--- src/rtl/mips_pkg.sv ---
// Shared definitions for the MIPS instruction encoder: format codes, field positions, FSM states.
// No logic; constants and types only.
// Not applicable.
package mips_pkg;

  typedef enum logic [1:0] {
    FMT_R   = 2'b00,
    FMT_I   = 2'b01,
    FMT_J   = 2'b10,
    FMT_ILL = 2'b11
  } fmt_e;

  // Decode path treats this opcode as a special match, so the writer must never emit it.
  localparam logic [5:0] RESERVED_OPCODE = 6'b11_1111;

  // Bit positions inside the 32-bit instruction word.
  localparam int OP_MSB    = 31;
  localparam int RS_LSB    = 21;
  localparam int RT_LSB    = 16;
  localparam int RD_LSB    = 11;
  localparam int SHAMT_LSB = 6;

  typedef enum logic [2:0] {
    ST_IDLE   = 3'd0,
    ST_ENCODE = 3'd1,
    ST_WRITE  = 3'd2,
    ST_REJECT = 3'd3,
    ST_FULL   = 3'd4
  } state_e;

  // Field bundle captured at the input handshake.
  typedef struct packed {
    logic [1:0]  fmt;
    logic [5:0]  opcode;
    logic [4:0]  rs;
    logic [4:0]  rt;
    logic [4:0]  rd;
    logic [4:0]  shamt;
    logic [5:0]  funct;
    logic [15:0] imm16;
    logic [25:0] target26;
  } fields_t;

endpackage

--- src/rtl/mips_field_packer.sv ---
// Packs R/I/J instruction fields into a 32-bit MIPS word and flags illegal bundles.
// Latency: purely combinational.
// Backpressure: none; the caller decides when to sample the outputs.
module mips_field_packer
  import mips_pkg::*;
(
  input  logic [1:0]  fmt,
  input  logic [5:0]  opcode,
  input  logic [4:0]  rs,
  input  logic [4:0]  rt,
  input  logic [4:0]  rd,
  input  logic [4:0]  shamt,
  input  logic [5:0]  funct,
  input  logic [15:0] imm16,
  input  logic [25:0] target26,
  output logic [31:0] word,
  output logic        illegal
);

  // Select the layout by format; fields not used by that format are ignored.
  always_comb begin
    word    = '0;
    illegal = 1'b0;
    word[OP_MSB -: 6] = opcode;
    case (fmt)
      FMT_R: begin
        word[RS_LSB +: 5]    = rs;
        word[RT_LSB +: 5]    = rt;
        word[RD_LSB +: 5]    = rd;
        word[SHAMT_LSB +: 5] = shamt;
        word[0 +: 6]         = funct;
      end
      FMT_I: begin
        word[RS_LSB +: 5] = rs;
        word[RT_LSB +: 5] = rt;
        word[0 +: 16]     = imm16;
      end
      FMT_J: begin
        word[0 +: 26] = target26;
      end
      default: illegal = 1'b1;
    endcase
    if (opcode == RESERVED_OPCODE) illegal = 1'b1;
  end

endmodule

--- src/rtl/mips_instr_encoder.sv ---
// Accepts instruction field bundles and writes packed words sequentially into instruction memory.
// Latency: handshake in cycle N gives wr_en in cycle N+2; one bundle every 3 cycles.
// Backpressure: in_ready is low while a bundle is in flight, when full, or while clear is asserted.
module mips_instr_encoder
  import mips_pkg::*;
#(
  parameter int ADDR_W    = 8,
  parameter int BASE_ADDR = 0,
  parameter int MAX_WORDS = 256
) (
  input  logic              clk,
  input  logic              rst_n,
  input  logic              clear,
  input  logic              in_valid,
  output logic              in_ready,
  input  logic [1:0]        fmt,
  input  logic [5:0]        opcode,
  input  logic [4:0]        rs,
  input  logic [4:0]        rt,
  input  logic [4:0]        rd,
  input  logic [4:0]        shamt,
  input  logic [5:0]        funct,
  input  logic [15:0]       imm16,
  input  logic [25:0]       target26,
  output logic              wr_en,
  output logic [ADDR_W-1:0] wr_addr,
  output logic [31:0]       wr_data,
  output logic              err,
  output logic              full,
  output logic [ADDR_W:0]   count
);

  state_e              state, state_nxt;
  fields_t             hold;
  logic                rdy_q;
  logic                accept;
  logic [31:0]         pk_word;
  logic                pk_illegal;
  logic [ADDR_W:0]     count_inc;
  logic                reach_max;

  // clear takes priority over a same-cycle bundle, so it masks ready directly.
  assign in_ready  = rdy_q & ~clear;
  assign accept    = in_valid & in_ready;
  assign count_inc = count + 1'b1;
  assign reach_max = (count_inc == (ADDR_W+1)'(MAX_WORDS));

  mips_field_packer u_packer (
    .fmt      (hold.fmt),
    .opcode   (hold.opcode),
    .rs       (hold.rs),
    .rt       (hold.rt),
    .rd       (hold.rd),
    .shamt    (hold.shamt),
    .funct    (hold.funct),
    .imm16    (hold.imm16),
    .target26 (hold.target26),
    .word     (pk_word),
    .illegal  (pk_illegal)
  );

  // State register.
  always_ff @(posedge clk) begin
    if (!rst_n) state <= ST_IDLE;
    else        state <= state_nxt;
  end

  // Next-state decode.
  always_comb begin
    state_nxt = state;
    case (state)
      ST_IDLE:   if (!clear && accept) state_nxt = ST_ENCODE;
      ST_ENCODE: state_nxt = pk_illegal ? ST_REJECT : ST_WRITE;
      ST_WRITE:  state_nxt = reach_max ? ST_FULL : ST_IDLE;
      ST_REJECT: state_nxt = ST_IDLE;
      ST_FULL:   if (clear) state_nxt = ST_IDLE;
      default:   state_nxt = ST_IDLE;
    endcase
  end

  // Holding register, registered outputs and address counter.
  always_ff @(posedge clk) begin
    if (!rst_n) begin
      hold    <= '0;
      rdy_q   <= 1'b1;
      wr_en   <= 1'b0;
      wr_addr <= ADDR_W'(BASE_ADDR);
      wr_data <= '0;
      err     <= 1'b0;
      full    <= 1'b0;
      count   <= '0;
    end else begin
      wr_en <= 1'b0;
      err   <= 1'b0;
      case (state)
        ST_IDLE, ST_FULL: begin
          if (clear) begin
            count   <= '0;
            full    <= 1'b0;
            wr_addr <= ADDR_W'(BASE_ADDR);
            rdy_q   <= 1'b1;
          end else if (accept) begin
            hold  <= '{fmt: fmt, opcode: opcode, rs: rs, rt: rt, rd: rd,
                       shamt: shamt, funct: funct, imm16: imm16, target26: target26};
            rdy_q <= 1'b0;
          end
        end
        ST_ENCODE: begin
          if (pk_illegal) begin
            err <= 1'b1;
          end else begin
            wr_en   <= 1'b1;
            wr_data <= pk_word;
          end
        end
        ST_WRITE: begin
          count   <= count_inc;
          wr_addr <= ADDR_W'(BASE_ADDR) + count_inc[ADDR_W-1:0];
          if (reach_max) full  <= 1'b1;
          else           rdy_q <= 1'b1;
        end
        ST_REJECT: rdy_q <= 1'b1;
        default:   rdy_q <= 1'b1;
      endcase
    end
  end

endmodule

--- config.mk ---
export PLATFORM = sky130hd
export DESIGN_NAME = mips_instr_encoder
export DESIGN_NICKNAME = d
export VERILOG_FILES = /design/src/rtl/mips_pkg.sv /design/src/rtl/mips_field_packer.sv /design/src/rtl/mips_instr_encoder.sv
export SDC_FILE = /design/constraint.sdc
export NUM_CORES = 1
export LEC_CHECK = 0
export BUFFER_PORTS_ARGS = -buffer_cell sky130_fd_sc_hd__clkbuf_2
export CAP_MARGIN = 15
export CORE_UTILIZATION = 60
export CTS_BUF_LIST = sky130_fd_sc_hd__clkbuf_2 sky130_fd_sc_hd__clkbuf_4 sky130_fd_sc_hd__clkbuf_8
export DETAILED_ROUTE_END_ITERATION = 10
export PLACE_DENSITY = 0.93
export SETUP_SLACK_MARGIN = 0.15
export SKIP_CTS_REPAIR_TIMING = 1
export SLEW_MARGIN = 15
export SYNTH_ARGS = -nofsm -noshare
export SYNTH_HDL_FRONTEND = slang
export SYNTH_HIERARCHICAL = 1
export SYNTH_SLANG_ARGS = --single-unit
--- constraint.sdc ---
create_clock -name clk -period 3.9 [get_ports clk]
set_clock_uncertainty 0.1 [all_clocks]
set_input_delay 0.195 -clock clk [delete_from_list [all_inputs] [get_ports clk]]
set_output_delay 0.195 -clock clk [all_outputs]
set_load 0.005 [all_outputs]
# == Word-level counts from Yosys, hierarchy flattened ==
# Cells that the tools add are included.
# word_totals
regBits,132
output_inout_bits,53
# op_classes
muxes,21
n_addsub,1
reduce_logical,14
eq_ne,13
bitwise_logic,5
# op_table
cell,count
$pmux W26 S3,1
$pmux W9 S2,1
$pmux W8 S2,1
$pmux W3 S4,1
$mux W1,10
$ne A2 B2 Y1 const B,5
$add A9 B1 Y9 const B,1
$eq A9 B9 Y1 const B,1
$mux W3,3
$mux W9,1
$reduce_and A3 Y1,3
$mux W8,1
$reduce_and A2 Y1,4
$eq A6 B6 Y1 const B,1
$eq A3 B1 Y1 const B,1
$eq A3 B2 Y1 const B,1
$eq A3 B3 Y1 const B,1
$logic_not A3 Y1,1
$ne A3 B3 Y1 const B,1
$not A1 Y1,3
$pmux W1 S3,1
$reduce_or A3 Y1,1
$and A1 B1 Y1,2
$eq A2 B1 Y1 const B,1
other kinds (7),7

# == Longest topological paths before layout ==
# logic_depth
word_depth,6
mapped_depth,9
ltp_nobuf,6

# == Modules after synthesis ==
# Netlist, hierarchy kept.
# by_module_without_submodules
module,seq_area_each_um2,cells_per_inst,instances,area_each_um2
mips_instr_encoder,2482.4,586,1,4929.7
mips_field_packer,0.0,62,1,540.5

# == Worst setup path before layout ==
# No wires, ideal clock.
# synth_path
path_type,register -> register
from,"register, netlist name wr_addr[0]"
to,register rdy_q
setup_slack_ns,2.051
path_stages_with_launch,7
n_path_buf,0
arrival_time_ns,1.617
required_time_ns,3.668
path_cell_list,dfxtp_1 -> ha_1 -> nand2_2 -> nor4_4 -> o21ai_2 -> nor4_2 -> a31oi_1
# synth_lines
item,line,rtl
end signal: assignment,mips_instr_encoder.sv:85,rdy_q <= 1'b1;
end signal: assignment,mips_instr_encoder.sv:101,rdy_q <= 1'b1;
end signal: assignment,mips_instr_encoder.sv:105,rdy_q <= 1'b0;
end: declaration,mips_instr_encoder.sv:35,logic rdy_q;

# == Final worst setup path ==
# layout_path
from,register hold[74] in the netlist's numbering
to,register wr_data[11]
# layout_between
elab_chain_cells,6
# layout_rtl
item,line,rtl
start: declaration,mips_instr_encoder.sv:34,fields_t hold;
start signal: assignment,mips_instr_encoder.sv:103,"hold <= '{fmt: fmt, opcode: opcode, rs: rs, rt: rt, rd: rd,"
$eq A2 B1 Y1 (tied with other cells),mips_field_packer.sv:25,case (fmt)
$reduce_or A3 Y1 (no line) *,--,
$mux W1 *,mips_field_packer.sv:25,
$mux W1 *,mips_field_packer.sv:43,if (opcode == RESERVED_OPCODE) illegal = 1'b1;
named net pk_illegal,mips_instr_encoder.sv:38,logic pk_illegal;
$not A1 Y1 (no line) *,--,
$reduce_and A2 Y1 (no line) *,--,
end signal: assignment,mips_instr_encoder.sv:113,wr_data <= pk_word;
end: declaration,mips_instr_encoder.sv:27,"output logic [31:0] wr_data,"
# The timed path passes the listed nets; every way through them passes the cells marked *.
# A chain may end at the register's enable or synchronous reset.

==> results.toml <==
[logic_synthesis]
synth_edf_count = 0
synth_compound_area_frac = 0.2253
yosys.area.top_type = "dfxtp_1"
synth_fp_nets = 730
synth-simple-area-share = 0.2141
synth_common_cells = "231 x nand2_1, 124 x dfxtp_1, 101 x a21boi_0, 21 x buf_4, 18 x clkbuf_1"
yosys-top-cells-area = "dfxtp_1 45%, nand2_1 16%, a21boi_0 14%"
async_flop_share = 0
synth_top_family_by_area = "compound AO/OA/AOI/OAI gates"
yosysUniqueCellTypes = 45
ys.flop_type = "dfxtp_1"
synth_seq_area_share = 0.4538
ys.warnings.count = 6
yosys.cell_count.top_type = "nand2_1"
synthAdderAreaFrac = 0.004575
ys_ff_latch = 124
syn_area_per_cell_um2 = 8.442
yosysTopAreaCellShare = 0.4538
synth_mux_area_frac = 0.02928
syn_area_um2 = 5470
synth_xor_area_frac = 0.003202
syn_inst = 648

[timing]
post-route-period-util = 0.7136
max_clock_freq_mhz = 359.3
grt_setup_unrepaired = "no"
tightest_slew_ns = 1.180
finalSetupViolations = 0
worst_slack_ns = 1.117
hold_viol_final = 0
setup-tns-final_ns = 0
fin_crit_ns = 2.783
relSlewSlack = 0.2136
drv_slew = 0

[final_layout]
diodes = 0
syn_to_final_growth_pct = 30.86
nets = 902
design_area_um2 = 7158
drive_gt1_frac = 0.2149
instances_no_fill = 941

[floorplan]
core_um2 = 8763
initial_core_util = 0.6242
die_area_um2 = 9503
pin_count = 133
die_w_um = 97.49
dieHeight_um = 97.49
row_count = 34

[power_and_ir_drop]
swShare = 0.2511
power_frac_clock = 0.431
power_switching_uw = 720.3
p_int_uw = 2148
power_density_nw_per_um2 = 400.8
p_leak_uw = 0.002847
pwr-share-comb = 0.102
power.total_uw = 2869
pwr-share-seq = 0.467
peakVddDrop_mv = 0.2528

[routing]
drt-wirelength-per-cell_um = 16.41
met3WireLength_um = 1014
wl_met2_um = 7573
vias_per_cell = 5.594
drt_iter0_markers = 350
drc = 0
ant_nets = 0
topRoutingLayerUsed = "met4"
wl_met1_um = 6144
routed_wl_um = 15440
first_pass_iters = 5
vias = 5264

[clocking]
clk_pin_slew_worst_paths_ns = 0.08
cts_tree = "yes"
clockBufferDepth = 2
htreeDepth = 4
numCtsBuffers = 17
insertion_delay_ns = 0.42
cts-root-buf = "clkbuf_8"
numClockSinks = 124

[global_routing]
antenna_found_initial = 0
grt_max_degree = 63
grt_pass1_vias = 4639
grt_usage = 0.2758
grt_first_pass_wirelength_um = 21250
grt_overflow = 0

[critical_path]
cp-start-kind = "flip-flop"
path_class = "reg -> reg"
cp_cell_sequence = "nand2_1 -> o21ai_0 -> or3_1 -> nand2_1 -> a21boi_0"
crit_path_frequent_cell = "nand2_1"
crit_required_ns = 4.13
crit_path_end_kind = "flip-flop"
cpPeakStageDelay_ns = 0.98
cp_data_arrival_time_ns = 3.02
path_max_fanout = 32
cpMaxStageDelayCell = "or3_1"

[worst_hold_path]
hp-class = "in -> reg"

[outcome]
outcome = "finished, final reports clean"

[placement]
placed_area_um2 = 5951
dpl.hpwl_um = 8348
routabilityCongestion = 0.8196
portBuffers = 132
dpl.cell_count = 832
place_ws_ns = 1.284

[job]
drv_cap = 0
==> cell usage in the layout, fill, tap and decap left out, drive strengths merged, types with 3 or more instances in the layout <==
cell,count
a21boi,112
dfxtp,124
mux2i,16
a21oi,7
nor2b,5
o2bb2ai,16
inv,4
nand2b,6
clkinvlp,6
clkbuf,148
nor4,3
nand3,5
nor2,8
buf,7
a22o,10
nor3,7
nand2,232
o211a,3
o21a,3
clkinv,4
dlygate4sd3,76
bufinv,4
o21ai,8
==> worst max-delay path, delay by kind of cell (launching register included) <==
kind	cells	cell delay (ns)
AOI/OAI and AO/OA	2	0.49
and+or+nand+nor	3	1.23
DFF	1	0.86
==> state kept, by name, indices dropped and copies added, names as in the netlist <==
register  flops
count         2
full          1
wr_data      32
rdy_q         1
hold         76
wr_addr       7
wr_en         1
state         3
err           1
==> power by group through the flow <==
stage	clock network, uW	logic (uW)	registers (uW)
6_report	1240	291	1340
5_1_grt	1300	317	1340
4_1_cts	1230	217	1340
3_5_place_dp	0	214	1370
3_3_place_gp	0	206	1360
2_1_floorplan	0	155	1360
==> logic make-up (layout without fill, tap and decap cells) <==
kind of cell | after synthesis | after routing
multiplexers | 16 | 16
adder cells (fa/ha/maj) | 2 | 2
XOR/XNOR | 2 | 2
flip-flops | 124 | 124
buffers and inverters | 64 | 249
AND/OR/NAND/NOR | 277 | 277
AO/OA/AOI/OAI | 163 | 163
==> worst paths after layout <==
check | start | to | slack [ns] | cells past startpoint
hold / removal | clear | full | 0.06 | 3
setup / recovery | hold[74] | wr_data[11] | 1.12 | 5
hold reg to reg | wr_data[29] | wr_data[29] | 0.36 | 2
setup reg to reg | hold[74] | wr_data[11] | 1.12 | 5
==> layout make-up <==
type	instances	area (um2)
clock inverter	15	197.7
tap	108	135.1
fill	513	1605
timing repair buffer	214	1474
multi-input combinational	460	2624
clock buffer	17	234.0
inverter	3	11.26
sequential	124	2482
==> per-layer routing <==
| metal | global-route usage | up-vias |
|---|---|---|
| met1 | 0.3419 | 2423 |
| met2 | 0.4605 | 288 |
| met5 | 0 | - |
| met3 | 0.05612 | 61 |
| met4 | 0.1267 | 0 |
| li1 | - | 2492 |
==> stage by stage <==
step | hold slack [ns] | util
global route | 0.05961 | 0.8168
detailed placement | 0.3354 | 0.6790
CTS | -0.1257 | 0.7283
global placement | 0.3302 | 0.6790
finish | 0.06454 | 0.8168
floorplan | 0.2298 | -
Power figures use the tool's default switching activity.
